<file path="src/rtl/game_pkg.sv">
// Shared types and default timing for the game step scheduler and its bench.
package game_pkg;

    typedef enum logic [1:0] {
        MODE_START  = 2'd0,
        MODE_GAME   = 2'd1,
        MODE_P1_WIN = 2'd2,
        MODE_P2_WIN = 2'd3
    } game_mode;

    typedef enum logic [2:0] {
        IDLE       = 3'd0,
        COUNTDOWN  = 3'd1,
        WAIT_FRAME = 3'd2,
        MOVE       = 3'd3,
        COLLIDE    = 3'd4
    } sched_state_t;

    localparam int unsigned STEP_FRAMES_DEF     = 4;
    localparam int unsigned COUNTDOWN_STEPS_DEF = 3;
    localparam int unsigned ACK_TIMEOUT_DEF     = 1023;
    localparam int unsigned STEP_CNT_W          = 16;

endpackage

</file>
<file path="src/rtl/step_frame_counter.sv">
// Counts frame_start pulses; due_c marks the pulse that completes a STEP_FRAMES period.
module step_frame_counter #(
    parameter int unsigned STEP_FRAMES = 4
) (
    input  logic clk,
    input  logic rst,
    input  logic clear_i,
    input  logic frame_start_i,
    output logic due_c
);

    localparam int unsigned CW = (STEP_FRAMES > 1) ? $clog2(STEP_FRAMES) : 1;

    logic [CW-1:0] cnt_q, cnt_d;

    assign due_c = frame_start_i && !clear_i && (cnt_q == CW'(STEP_FRAMES - 1));

    always_comb begin
        cnt_d = cnt_q;
        if (clear_i) begin
            cnt_d = '0;
        end else if (frame_start_i) begin
            cnt_d = due_c ? '0 : cnt_q + CW'(1);
        end
    end

    always_ff @(posedge clk) begin
        if (rst) cnt_q <= '0;
        else     cnt_q <= cnt_d;
    end

endmodule

</file>
<file path="src/rtl/game_step_scheduler.sv">
// Paces game steps on video frames: countdown, player move handshake, collision handshake,
// with overrun tracking and an ack watchdog.
module game_step_scheduler
    import game_pkg::*;
#(
    parameter int unsigned STEP_FRAMES     = STEP_FRAMES_DEF,
    parameter int unsigned COUNTDOWN_STEPS = COUNTDOWN_STEPS_DEF,
    parameter int unsigned ACK_TIMEOUT     = ACK_TIMEOUT_DEF
) (
    input  logic                  clk,
    input  logic                  rst,
    input  game_mode              mode,
    input  logic                  frame_start,
    output logic [1:0]            move_req,
    input  logic [1:0]            move_ack,
    output logic                  coll_req,
    input  logic                  coll_ack,
    output logic [2:0]            countdown,
    output logic [STEP_CNT_W-1:0] step_cnt,
    output logic                  active,
    output logic                  overrun,
    output logic                  timeout_err
);

    localparam int unsigned WW = (ACK_TIMEOUT > 1) ? $clog2(ACK_TIMEOUT) : 1;

    sched_state_t          state_q, state_d;
    logic [1:0]            move_req_q, move_req_d;
    logic [1:0]            acked_q, acked_d;
    logic                  coll_req_q, coll_req_d;
    logic [2:0]            countdown_q, countdown_d;
    logic [STEP_CNT_W-1:0] step_cnt_q, step_cnt_d;
    logic                  active_q, active_d;
    logic                  overrun_q, overrun_d;
    logic                  timeout_q, timeout_d;
    logic                  pending_q, pending_d;
    logic [WW-1:0]         wd_q, wd_d;

    logic                  in_game;
    logic                  due;
    logic [1:0]            ack_hit;
    logic                  wd_expired;

    assign in_game    = (mode == MODE_GAME);
    assign ack_hit    = acked_q | (move_ack & move_req_q);
    assign wd_expired = (wd_q == WW'(ACK_TIMEOUT - 1));

    step_frame_counter #(
        .STEP_FRAMES (STEP_FRAMES)
    ) u_frame_cnt (
        .clk           (clk),
        .rst           (rst),
        .clear_i       ((state_q == IDLE) || !in_game),
        .frame_start_i (frame_start),
        .due_c         (due)
    );

    // Next-state and output decode; leaving GAME overrides everything except the score.
    always_comb begin
        state_d     = state_q;
        move_req_d  = move_req_q;
        acked_d     = acked_q;
        coll_req_d  = coll_req_q;
        countdown_d = countdown_q;
        step_cnt_d  = step_cnt_q;
        pending_d   = pending_q;
        overrun_d   = 1'b0;
        timeout_d   = 1'b0;
        wd_d        = ((state_q == MOVE) || (state_q == COLLIDE)) ? wd_q + WW'(1) : wd_q;

        if (!in_game) begin
            state_d     = IDLE;
            move_req_d  = 2'b00;
            coll_req_d  = 1'b0;
            countdown_d = 3'd0;
            pending_d   = 1'b0;
            acked_d     = 2'b00;
        end else begin
            case (state_q)
                IDLE: begin
                    state_d     = COUNTDOWN;
                    countdown_d = 3'(COUNTDOWN_STEPS);
                    step_cnt_d  = '0;
                end
                COUNTDOWN: begin
                    if (due) begin
                        countdown_d = countdown_q - 3'd1;
                        if (countdown_q == 3'd1) state_d = WAIT_FRAME;
                    end
                end
                WAIT_FRAME: begin
                    if (pending_q || due) begin
                        state_d    = MOVE;
                        pending_d  = 1'b0;
                        move_req_d = 2'b11;
                        acked_d    = 2'b00;
                        wd_d       = '0;
                    end
                end
                MOVE, COLLIDE: begin
                    // A step falling due while busy is remembered once, flagged every time.
                    if (due) begin
                        pending_d = 1'b1;
                        overrun_d = 1'b1;
                    end
                    if (wd_expired) begin
                        timeout_d  = 1'b1;
                        move_req_d = 2'b00;
                        coll_req_d = 1'b0;
                        acked_d    = 2'b00;
                        state_d    = WAIT_FRAME;
                    end else if (state_q == MOVE) begin
                        if (ack_hit == 2'b11) begin
                            state_d    = COLLIDE;
                            acked_d    = 2'b00;
                            move_req_d = 2'b00;
                            coll_req_d = 1'b1;
                        end else begin
                            acked_d    = ack_hit;
                            move_req_d = ~ack_hit;
                        end
                    end else if (coll_ack) begin
                        coll_req_d = 1'b0;
                        state_d    = WAIT_FRAME;
                        if (step_cnt_q != '1) step_cnt_d = step_cnt_q + STEP_CNT_W'(1);
                    end
                end
                default: state_d = IDLE;
            endcase
        end

        active_d = (state_d == WAIT_FRAME) || (state_d == MOVE) || (state_d == COLLIDE);
    end

    always_ff @(posedge clk) begin
        if (rst) begin
            state_q     <= IDLE;
            move_req_q  <= 2'b00;
            acked_q     <= 2'b00;
            coll_req_q  <= 1'b0;
            countdown_q <= 3'd0;
            step_cnt_q  <= '0;
            active_q    <= 1'b0;
            overrun_q   <= 1'b0;
            timeout_q   <= 1'b0;
            pending_q   <= 1'b0;
            wd_q        <= '0;
        end else begin
            state_q     <= state_d;
            move_req_q  <= move_req_d;
            acked_q     <= acked_d;
            coll_req_q  <= coll_req_d;
            countdown_q <= countdown_d;
            step_cnt_q  <= step_cnt_d;
            active_q    <= active_d;
            overrun_q   <= overrun_d;
            timeout_q   <= timeout_d;
            pending_q   <= pending_d;
            wd_q        <= wd_d;
        end
    end

    assign move_req    = move_req_q;
    assign coll_req    = coll_req_q;
    assign countdown   = countdown_q;
    assign step_cnt    = step_cnt_q;
    assign active      = active_q;
    assign overrun     = overrun_q;
    assign timeout_err = timeout_q;

endmodule

</file>
<file path="config.mk">
export PLATFORM = sky130hd
export DESIGN_NAME = game_step_scheduler
export DESIGN_NICKNAME = d
export VERILOG_FILES = /design/src/rtl/game_pkg.sv /design/src/rtl/step_frame_counter.sv /design/src/rtl/game_step_scheduler.sv
export SDC_FILE = /design/constraint.sdc
export NUM_CORES = 1
export LEC_CHECK = 0
export CAP_MARGIN = 15
export CORE_ASPECT_RATIO = 0.5
export CORE_MARGIN = 1
export CORE_UTILIZATION = 44
export CTS_CLUSTER_DIAMETER = 40
export DETAILED_ROUTE_END_ITERATION = 10
export PLACE_DENSITY_LB_ADDON = 0.08
export SLEW_MARGIN = 20
export SYNTH_ARGS = -nofsm -noshare
export SYNTH_HDL_FRONTEND = slang
export SYNTH_SLANG_ARGS = --single-unit
</file>
<file path="constraint.sdc">
create_clock -name clk -period 5.3 [get_ports clk]
set_input_delay 1.06 -clock clk [delete_from_list [all_inputs] [get_ports clk]]
set_output_delay 1.06 -clock clk [all_outputs]
set_load 0.005 [all_outputs]
</file>
======== After elaboration in Yosys (flattened, before gate mapping) ========
Index checks and enable logic that the tools add are counted.
word-level totals
  register bits after elaboration ......... 43
  bits of input ports ..................... 8
  output and inout port bits .............. 25
  logic and storage cells ................. 106
cells by class
  $add $sub $neg .......................... 4
  equality and inequality tests ........... 22
  mux-type cells .......................... 40
  bitwise operators ....................... 5
  reduce and logical (&&, ||, !) cells .... 23
operator list
  operator                                                         number
  16-bit two-way mux                                               4
  10-bit two-way mux                                               4
  16-bit one-hot mux with 2 select lines                           1
  3-bit two-way mux                                                9
  2-bit two-way mux                                                9
  16-bit by 1-bit adder with 16-bit output, second input constant  1
  16-bit inequality test, second input constant                    1
  2-bit inequality test, second input constant                     7
  3-bit by 2-bit == test with 1-bit output, second input constant  4
  3-bit one-hot mux with 4 select lines                            1
  10-bit by 1-bit adder with 10-bit output, second input constant  1
  10-bit == test, second input constant                            1
  3-bit AND reduction                                              3
  1-bit two-way mux                                                8
  2-bit one-hot mux with 2 select lines                            2
  3-bit by 1-bit == test with 1-bit output, second input constant  2
  3-bit == test, second input constant                             2
  3-bit one-hot mux with 2 select lines                            1
  6-bit AND reduction                                              1
  2-bit nonzero test                                               3
  2-bit OR reduction                                               3
  1-bit logical OR                                                 5
  2-bit == test, second input constant                             2
  3-bit logical NOT                                                1
  15 further kinds                                                 18

======== Logic depth before layout (Yosys ltp) ========
Gate-level depths: netlist of the first run.
  depth in word-level cells ............... 13
  mapped depth ............................ 8
  gate-level depth less buffers ........... 7

======== By module ========
Synthesis of the first run repeated with hierarchy kept, for this count alone.
second synthesis, totals
  cells, all modules ...................... 262
  area total of the unflattened synthesis .. 2222.1 sq um
by module, submodules not included
  module               instances  cells each  area each (sq um)  sequential area each (sq um)
  game_step_scheduler  1          253         2118.3             820.8
  step_frame_counter   1          9           103.8              40.0

======== Worst setup path before layout of the first run ========
Ideal clock, no wire load.
  path kind ............................... input to register
  start ................................... input port mode[0]
  end ..................................... register step_cnt_q[8] (netlist: step_cnt[8])
  setup time .............................. 0.071 ns
  arrival time ............................ 2.399 ns
  required time ........................... 5.229 ns
  path slack .............................. 2.830 ns
  stages .................................. 6
  path buffers ............................ 1
  cells stage by stage .................... nor2b_1 > buf_2 > nand3_1 > a211o_1 > or4_1 > a21oi_1
on the way
  word-level cells in the longest chain between the ends .. 2
RTL lines
  what                                      line                        RTL
  start, declared                           game_step_scheduler.sv:12   input game_mode mode,
  2-bit by 1-bit == test with 1-bit output  game_step_scheduler.sv:44   assign in_game = (mode == MODE_GAME);
  6-bit AND reduction (no line)             n/a
  end signal, assigned                      game_step_scheduler.sv:154  step_cnt_q <= step_cnt_d;
  end, declared                             game_step_scheduler.sv:32   logic [STEP_CNT_W-1:0] step_cnt_q, step_cnt_d;
No other way between the ends.
A chain may end at the register's enable or synchronous reset.

======== Worst setup path in the final report of the first run ========
Ends and elaborated chain as after synthesis.

==> results of run 1 <==
-- cells by family (layout without fill, tap and decap cells) --
| group | Yosys count | in the layout | share of synthesized area (%) |
|---|---|---|---|
| mux | 5 | 5 | 2.38 |
| buf+inv | 17 | 48 | 3.07 |
| fa+ha+maj | 6 | 6 | 3.48 |
| simple gates | 116 | 116 | 28.3 |
| xor+xnor | 15 | 15 | 6.09 |
| compound gates | 54 | 54 | 16.8 |
| flops | 43 | 43 | 39.9 |
-- sequential cells by signal (all words and copies together), names as in the netlist --
signal             flops
step_cnt              16
wd_q                  10
countdown              3
state_q                3
acked_q                2
move_req               2
u_frame_cnt.cnt_q      2
active                 1
coll_req               1
overrun                1
pending_q              1
timeout_err            1
-- cell usage after synthesis, types with 2 or more instances --
library cell | count | area (um^2)
a2111oi_0 | 3 | 26.3
and3_1 | 5 | 31.3
o31ai_1 | 2 | 15.0
xor2_1 | 7 | 61.3
inv_1 | 9 | 33.8
ha_1 | 6 | 75.1
nand4_1 | 8 | 50.1
or3_1 | 3 | 18.8
mux2i_1 | 4 | 40.0
nand3_1 | 14 | 70.1
nor2_1 | 36 | 135
o21bai_1 | 2 | 15.0
nor2b_1 | 2 | 12.5
dfxtp_1 | 43 | 861
a21o_1 | 3 | 22.5
clkbuf_1 | 5 | 18.8
nor3_1 | 8 | 40.0
a211oi_1 | 6 | 45.0
nand4b_1 | 2 | 17.5
nand2_1 | 19 | 71.3
o21ai_0 | 9 | 45.0
a21oi_1 | 16 | 80.1
buf_2 | 2 | 10.0
xnor2_1 | 8 | 70.1
nand2b_1 | 3 | 18.8
and4b_1 | 2 | 20.0
a31oi_1 | 3 | 18.8
or4_1 | 7 | 52.6
-- routing by layer --
layer | vias up | wire length [um]
met4 | 0 | 37
met2 | 35 | 2100
met5 | - | 0
li1 | 995 | -
met1 | 888 | 2430
met3 | 5 | 222
-- worst min-delay path by stage --
stage | to | slack, ns
after global routing | acked_q[0]$_SDFFE_PP0P_ | 0.51
after global placement | acked_q[0]$_SDFFE_PP0P_ | 0.46
after detailed placement | acked_q[0]$_SDFFE_PP0P_ | 0.46
after floorplan | acked_q[0]$_SDFFE_PP0P_ | 0.44
final | acked_q[0]$_SDFFE_PP0P_ | 0.47
after CTS | acked_q[0]$_SDFFE_PP0P_ | 0.47
-- worst register-to-register path: stages (launching register included) --
cell and delay, ns:
dfxtp_1 0.34, inv_1 0.09, ha_1 0.16, nand2_1 0.08, nor4b_4 0.79, a22oi_2 0.29, or4_1 0.52, a21oi_1 0.15
-- power groups by stage --
stage / logic, W / registers, W / clock network [W]
floorplan: 0.0000141 / 0.000332 / 0
global placement: 0.0000248 / 0.000333 / 0
detailed placement: 0.0000251 / 0.000333 / 0
CTS: 0.0000254 / 0.000326 / 0.000216
global route: 0.0000280 / 0.000326 / 0.000232
finish: 0.0000252 / 0.000326 / 0.000210
-- final cells by class --
cell class / instances / share of cell area, %
Inverter: 9 / 1.29
Multi-Input combinational cell: 196 / 47.1
Sequential cell: 43 / 32.9
Clock inverter: 1 / 0.191
Clock buffer: 6 / 3.16
Timing Repair Buffer: 32 / 12.2
Tap cell: 66 / 3.16
-- layout by cell type (no fill, tap or decap), types with 7 or more instances in the layout --
cell type        instances
clkdlybuf4s50_1         32
nand2_1                 19
a21oi_1                 16
or4_1                    7
inv_1                    9
o21ai_0                  9
dfxtp_1                 43
nand4_1                  8
xnor2_1                  8
nand3_1                 14
nor2_1                  36
nor3_1                   8
xor2_1                   7
-- stage by stage --
| step | total power, W | hold slack [ns] | cell area (um^2) | setup slack [ns] |
|---|---|---|---|---|
| 2_1_floorplan | 0.000347 | 0.445 | 2160 | 2.83 |
| 4_1_cts | 0.000567 | 0.469 | 2620 | 2.05 |
| 3_5_place_dp | 0.000358 | 0.458 | 2530 | 1.76 |
| 5_1_grt | 0.000586 | 0.509 | 2620 | 1.87 |
| 6_report | 0.000561 | 0.469 | 2620 | 2.06 |
| 3_3_place_gp | 0.000358 | 0.457 | 2530 | 1.90 |
==> results.py, run 1 <==
metrics = {
    "logic_synthesis": {
        "synth_cell_type_count": 47,
        "synthFlopType": "dfxtp_1",
        "synthArstFlopShare_pct": 0,
        "seq_area_frac_synth_pct": 39.9,
        "yosys_warnings": 0,
        "synth_area_um2": 2160,
        "synth.avg_cell_area_um2": 8.43,
        "synth_seq_cells": 43,
        "synth.net_count": 270,
        "synth_edf_count": 0,
        "synth_cells": 256,
    },
    "outcome": {
        "outcome": "finished clean",
    },
    "worst_setup_path": {
        "r2r_slack_ns": 2.79,
        "path_class": "in -> reg",
        "crit_fanout": 13,
        "timing.rr.end": "acked_q[1]$_SDFFE_PP0P_",
        "critPathArrivalTime_ns": 3.46,
        "critPathLaunch": "mode[0]",
        "cp-start-kind": "input port",
        "crit_slowest_cell": "or4_1",
        "end_kind": "flip-flop",
        "cp.depth": 6,
        "max_stage_delay_ns": 0.55,
        "path_buf_inv": 1,
        "path_cells": "clkdlybuf4s50_1 -> nor2b_1 -> nand3_1 -> a211o_1 -> or4_1 -> a21oi_1",
        "endpoint": "step_cnt[8]$_SDFFE_PP0P_",
        "cp.required_ns": 5.52,
        "ff2ff_path_depth": 7,
        "path_delay_family": "simple AND/OR/NAND/NOR gates",
        "worstReg2RegStart": "wd_q[0]$_SDFF_PP0_",
    },
    "sta": {
        "setup_viol": 0,
        "worst_pin_slew_ns": 0.871,
        "fin_crit_ns": 3.24,
        "rsz0062_at_grt": "false",
        "setup_tns_ns": 0,
        "maxSlewViolCount": 0,
        "period_share_pct": 61.1,
        "max_freq_mhz": 309,
        "hold_violations": 0,
        "finalClockSkew_ns": 0.00589,
        "relSlewSlack_pct": 41.7,
    },
    "finish": {
        "finalCoreUtilization_pct": 57.5,
        "n_antenna_cell": 0,
        "finalNetCount": 301,
        "area_delta_synth_final_pct": 21.2,
        "final_layout_size_suffix_gt1_share_pct": 4.88,
        "fin_cells": 353,
        "regArea_um2": 861,
        "fillers": 427,
        "multi_input_area_um2": 1230,
    },
    "global_route": {
        "grt_max_degree": 19,
        "use_met3_pct": 6.18,
        "grt_usage_pct": 20.3,
        "antenna_found_initial": 0,
        "grt_pass1_vias": 1824,
        "busiest_layer": "met2",
        "grt_pass1_wl_um": 8060,
        "grt_util_met2_pct": 34.4,
        "grt_overflow_total": 0,
        "met1_usage_pct": 25.0,
    },
    "power": {
        "sequentialPowerShare_pct": 58.1,
        "leakage_nw": 0.929,
        "ir_worst_vdd_uv": 115,
        "power.internal_w": 0.000437,
        "p_sw_w": 0.000124,
        "combPwrFrac_pct": 4.5,
        "p_sw_share_pct": 22.1,
        "p_clk_share_pct": 37.4,
        "powerDensity_nw_per_um2": 214,
    },
    "worst_hold_path": {
        "hp-start": "acked_q[0]$_SDFFE_PP0P_",
        "hold_path.class": "reg -> reg",
        "hold_depth": 2,
    },
    "floorplan": {
        "row_count": 17,
        "initial_core_util_pct": 47.4,
        "die_x_um": 101,
        "die_y_um": 51.5,
        "dieArea_um2": 5210,
        "core_um2": 4550,
        "ios": 33,
    },
    "placed_design": {
        "io_buffers": 32,
        "hpwl_um": 3510,
        "placed_cells": 346,
        "place_congestion": 0.752,
    },
    "routing": {
        "antenna_left": 0,
        "drc": 0,
        "dr_total_vias": 1923,
        "wl_um": 4790,
        "firstDrtPassIters": 4,
        "routedWlPerCell_um": 13.6,
        "avgViaCountPerCell": 5.45,
        "drt-initial-drc-count": 54,
    },
    "cts": {
        "cts_max_level": 2,
        "cts.clk_slew.worst_paths_ns": 0.07,
        "numCtsBuffers": 5,
        "cts_sinks": 43,
        "tritoncts": "built",
        "postCtsSetupRepairBufs": 0,
        "clock_latency_ns": 0.29,
        "cts_hold_buf": 0,
        "ctsResizeCount": 0,
        "clock_path_buffers": 2,
        "cts-root-buf": "clkbuf_8",
    },
    "flow_run": {
        "cap_violations": 0,
    },
}
Power figures use the tool's default switching activity.
==> run 2: changes to the inputs <==
==> constraint.sdc (replaced) <==
create_clock -name clk -period 2.6 [get_ports clk]
set_input_delay 0.52 -clock clk [delete_from_list [all_inputs] [get_ports clk]]
set_output_delay 0.52 -clock clk [all_outputs]
set_load 0.005 [all_outputs]
==> run 2 against run 1 <==
Clock skew about the same; via count increased by 4.3%; critical path depth increased by 1.
==> results.py, run 2 (synthesis results as in run 1) <==
metrics = {
    "worst_setup_path": {
        "timing.rr.end": "acked_q[0]$_SDFFE_PP0P_",
        "cp-start-kind": "input port",
        "cp.required_ns": 2.83,
        "critPathArrivalTime_ns": 2.37,
        "r2r_slack_ns": 0.50,
        "end_kind": "flip-flop",
        "worstReg2RegStart": "wd_q[0]$_SDFF_PP0_",
        "crit_fanout": 8,
        "critPathLaunch": "mode[0]",
        "ff2ff_path_depth": 7,
        "path_class": "in -> reg",
    },
    "cts": {
        "clock_latency_ns": 0.30,
        "cts_max_level": 2,
        "tritoncts": "built",
        "numCtsBuffers": 5,
        "ctsResizeCount": 0,
        "cts-root-buf": "clkbuf_8",
        "cts_hold_buf": 0,
        "cts.clk_slew.worst_paths_ns": 0.08,
        "clock_path_buffers": 2,
        "cts_sinks": 43,
        "postCtsSetupRepairBufs": 0,
    },
    "routing": {
        "drc": 0,
        "wl_um": 5070,
        "avgViaCountPerCell": 5.48,
        "firstDrtPassIters": 4,
        "routedWlPerCell_um": 13.9,
        "dr_total_vias": 2005,
        "antenna_left": 0,
        "drt-initial-drc-count": 69,
    },
    "finish": {
        "fin_cells": 366,
        "final_common_cell": "dfxtp_1",
        "area_delta_synth_final_pct": 26.4,
        "final_cell_mix": "dfxtp_1, nor2_1, clkdlybuf4s50_1",
        "largest_register_ffs": 16,
        "final_area_um2": 2730,
        "finalCoreUtilization_pct": 60.0,
        "final_layout_size_suffix_gt1_share_pct": 8.67,
        "finalNetCount": 314,
        "fillers": 420,
        "n_antenna_cell": 0,
    },
    "sta": {
        "rsz0062_at_grt": "false",
        "setup_tns_ns": 0,
        "worst_pin_slew_ns": 0.620,
        "relSlewSlack_pct": 57.6,
        "hold_violations": 0,
        "finalClockSkew_ns": 0.00628,
        "max_freq_mhz": 467,
        "fin_crit_ns": 2.14,
        "period_share_pct": 82.4,
        "setup_viol": 0,
        "maxSlewViolCount": 0,
    },
    "placed_design": {
        "place_area_um2": 2630,
        "placed_cells": 359,
        "place_congestion": 0.799,
        "io_buffers": 32,
        "hpwl_um": 3770,
    },
    "global_route": {
        "grt_max_degree": 17,
        "grt_usage_pct": 20.7,
        "grt_pass1_vias": 1844,
        "grt_pass1_wl_um": 8260,
        "antenna_found_initial": 0,
        "grt_overflow_total": 0,
    },
    "floorplan": {
        "die_y_um": 51.5,
        "core_um2": 4550,
        "initial_core_util_pct": 47.4,
        "die_x_um": 101,
        "ios": 33,
        "row_count": 17,
        "dieArea_um2": 5210,
    },
    "worst_hold_path": {
        "hp-start": "acked_q[1]$_SDFFE_PP0P_",
        "min_to": "acked_q[1]$_SDFFE_PP0P_",
        "hold_depth": 2,
        "hold_path.class": "reg -> reg",
    },
    "power": {
        "ir_worst_vdd_uv": 249,
        "leakage_nw": 0.997,
        "power_w": 0.00123,
        "powerDensity_nw_per_um2": 450,
    },
    "flow_run": {
        "cap_violations": 0,
    },
    "outcome": {
        "outcome": "finished clean",
    },
}
run 2: cell count changes in the layout (fill, tap and decap cells not counted):
cell and change:
clkbuf_1 +1, clkbuf_8 -1, bufinv_16 +1, buf_4 +13
clkinv_2 -1
run 2: cell type report:
class,instances,area (um^2),share of cell area [%]
flip-flops and latches,43,861,31.5
repair buffers,45,418,15.3
well taps,66,82.6,3.03
inverters,9,33.8,1.24
clock inverters,1,30.0,1.10
clock buffers,6,72.6,2.66
multi-input cells,196,1230,45.1
run 2: power by group:
| part | internal, W | switching (W) |
|---|---|---|
| clock | 0.000282 | 0.000222 |
| sequential | 0.000660 | 0.00000399 |
| combinational | 0.0000298 | 0.0000322 |
| total | 0.000971 | 0.000258 |
run 2: layer usage:
layer / global-route usage, % / wire, um
met5: 0 / 0
met4: 7.00 / 57
met3: 5.51 / 234
met2: 33.7 / 2270
met1: 26.8 / 2510
run 2: worst max path at each step:
| stage | endpoint | cells after the start |
|---|---|---|
| floorplan | acked_q[0]$_SDFFE_PP0P_ | 7 |
| global placement | step_cnt[8]$_SDFFE_PP0P_ | 6 |
| detailed placement | step_cnt[9]$_SDFFE_PP0P_ | 7 |
| CTS | step_cnt[8]$_SDFFE_PP0P_ | 6 |
| global route | step_cnt[9]$_SDFFE_PP0P_ | 7 |
| finish | step_cnt[4]$_SDFFE_PP0P_ | 7 |
run 2: critical path, stage by stage:
cell	delay (ns)
clkdlybuf4s50_1	0.48
nor2b_1	0.18
nand3_1	0.12
a211o_1	0.39
buf_4	0.19
or3_1	0.34
a21oi_1	0.15
run 2: metrics by stage:
stage	setup slack [ns]	hold WS (ns)
2_1_floorplan	0.663	0.445
3_3_place_gp	0.197	0.456
3_5_place_dp	0.162	0.464
4_1_cts	0.457	0.474
5_1_grt	0.285	0.512
6_report	0.457	0.472
==> run 3: changes to the inputs <==
==> constraint.sdc (replaced) <==
create_clock -name clk -period 2.2 [get_ports clk]
set_input_delay 0.44 -clock clk [delete_from_list [all_inputs] [get_ports clk]]
set_output_delay 0.44 -clock clk [all_outputs]
set_load 0.005 [all_outputs]
==> run 3 against run 2 <==
Register-to-register slack worse by 0.34 ns; non-clock buffer count is 17 higher; critical path depth is 1 lower; critical path type unchanged; critical endpoint is now step_cnt[8]$_SDFFE_PP0P_.
==> results.py, run 3 (synthesis results as in run 1) <==
metrics = {
    "routing": {
        "routedWlPerCell_um": 13.5,
        "wl_um": 5170,
        "antenna_left": 0,
        "drt-initial-drc-count": 73,
        "avgViaCountPerCell": 5.45,
        "dr_total_vias": 2094,
        "firstDrtPassIters": 4,
        "drc": 0,
    },
    "cts": {
        "cts-root-buf": "clkbuf_8",
        "clock_latency_ns": 0.29,
        "cts_max_level": 2,
        "tritoncts": "built",
        "cts.clk_slew.worst_paths_ns": 0.08,
        "cts_sinks": 43,
        "numCtsBuffers": 5,
        "clock_path_buffers": 2,
        "postCtsSetupRepairBufs": 0,
        "ctsResizeCount": 0,
        "cts_hold_buf": 0,
    },
    "sta": {
        "setup_viol": 0,
        "hold_violations": 0,
        "fin_crit_ns": 2.07,
        "setup_tns_ns": 0,
        "maxSlewViolCount": 0,
        "fin_hold_ws_ns": 0.476,
        "finalClockSkew_ns": 0.00867,
        "worst_pin_slew_ns": 0.500,
        "max_freq_mhz": 483,
        "rsz0062_at_grt": "false",
        "relSlewSlack_pct": 65.8,
        "worst_slack_ns": 0.129,
        "period_share_pct": 94.1,
    },
    "worst_setup_path": {
        "path_class": "in -> reg",
        "worstReg2RegStart": "step_cnt[5]$_SDFFE_PP0P_",
        "timing.rr.end": "step_cnt[11]$_SDFFE_PP0P_",
        "cp.required_ns": 2.42,
        "cp-start-kind": "input port",
        "critPathArrivalTime_ns": 2.29,
        "end_kind": "flip-flop",
        "crit_fanout": 7,
        "ff2ff_path_depth": 6,
        "r2r_slack_ns": 0.16,
    },
    "finish": {
        "finalNetCount": 331,
        "fillers": 428,
        "n_antenna_cell": 0,
        "final_cell_mix": "dfxtp_1, nor2_1, clkdlybuf4s50_1",
        "largest_register_ffs": 16,
        "area_delta_synth_final_pct": 31.9,
        "fin_cells": 384,
        "final_common_cell": "dfxtp_1",
        "regArea_um2": 861,
        "final_layout_size_suffix_gt1_share_pct": 14.2,
        "multi_input_area_um2": 1240,
    },
    "global_route": {
        "grt_pass1_wl_um": 8690,
        "grt_overflow_total": 0,
        "grt_max_degree": 17,
        "grt_usage_pct": 21.4,
        "grt_pass1_vias": 1961,
        "antenna_found_initial": 0,
    },
    "worst_hold_path": {
        "hold_path.class": "reg -> reg",
        "hold_depth": 2,
        "hp-start": "acked_q[0]$_SDFFE_PP0P_",
        "min_to": "acked_q[0]$_SDFFE_PP0P_",
    },
    "floorplan": {
        "ios": 33,
        "die_y_um": 51.5,
        "row_count": 17,
        "initial_core_util_pct": 47.4,
        "core_um2": 4550,
        "dieArea_um2": 5210,
        "die_x_um": 101,
    },
    "flow_run": {
        "cap_violations": 0,
    },
    "placed_design": {
        "place_ws_ns": -0.144,
        "hpwl_um": 3850,
        "placed_cells": 376,
        "io_buffers": 32,
        "place_congestion": 0.795,
    },
    "power": {
        "power_w": 0.00135,
        "ir_worst_vdd_uv": 247,
        "leakage_nw": 1.08,
        "powerDensity_nw_per_um2": 475,
    },
    "outcome": {
        "outcome": "finished clean",
    },
}
[run 3: how the worst max path moves through the flow]
| stage | startpoint | endpoint | depth (start not counted) | slack, ns |
|---|---|---|---|---|
| floorplan | wd_q[0]$_SDFF_PP0_ | acked_q[0]$_SDFFE_PP0P_ | 7 | 0.26 |
| global placement | mode[0] | step_cnt[7]$_SDFFE_PP0P_ | 8 | -0.14 |
| detailed placement | mode[0] | step_cnt[4]$_SDFFE_PP0P_ | 7 | -0.14 |
| CTS | wd_q[0]$_SDFF_PP0_ | step_cnt[4]$_SDFFE_PP0P_ | 9 | 0.14 |
| global route | mode[0] | step_cnt[4]$_SDFFE_PP0P_ | 7 | 0.01 |
| finish | mode[0] | step_cnt[8]$_SDFFE_PP0P_ | 6 | 0.13 |
[run 3: worst max-delay path, cell delays in order]
cell	delay (ns)
clkdlybuf4s50_1	0.49
nor2b_1	0.19
nand3_1	0.15
a211o_4	0.37
or4_1	0.51
a21oi_1	0.15
[run 3: cell type report]
cell class / instances / share of cell area [%]
multi-input combinational: 196 / 43.5
sequential: 43 / 30.2
timing repair buffer: 62 / 19.2
tap: 66 / 2.90
clock buffer: 6 / 2.55
inverter: 9 / 1.19
clock inverter: 2 / 0.439
[run 3: through the flow]
| stage | utilization [%] | cell area, um^2 |
|---|---|---|
| floorplan | - | 2160 |
| global placement | 60.5 | 2750 |
| detailed placement | 60.5 | 2750 |
| CTS | 62.4 | 2840 |
| global route | 62.6 | 2850 |
| finish | 62.6 | 2850 |
[run 3: report_power, final]
group	internal [W]	total (W)	switching [W]	leakage (nW)
Sequential	0.000780	0.000784	0.00000441	0.347
Clock	0.000222	0.000487	0.000265	0.0412
Combinational	0.0000402	0.0000795	0.0000394	0.689
Total	0.00104	0.00135	0.000309	1.08
[run 3: metal layers]
layer	global-route usage, %	vias to the layer above	part of all wire [%]
li1	-	1060	-
met1	28.0	978	50
met2	35.6	48	44
met3	4.84	8	4.5
met4	6.04	0	1.1
met5	0	-	0
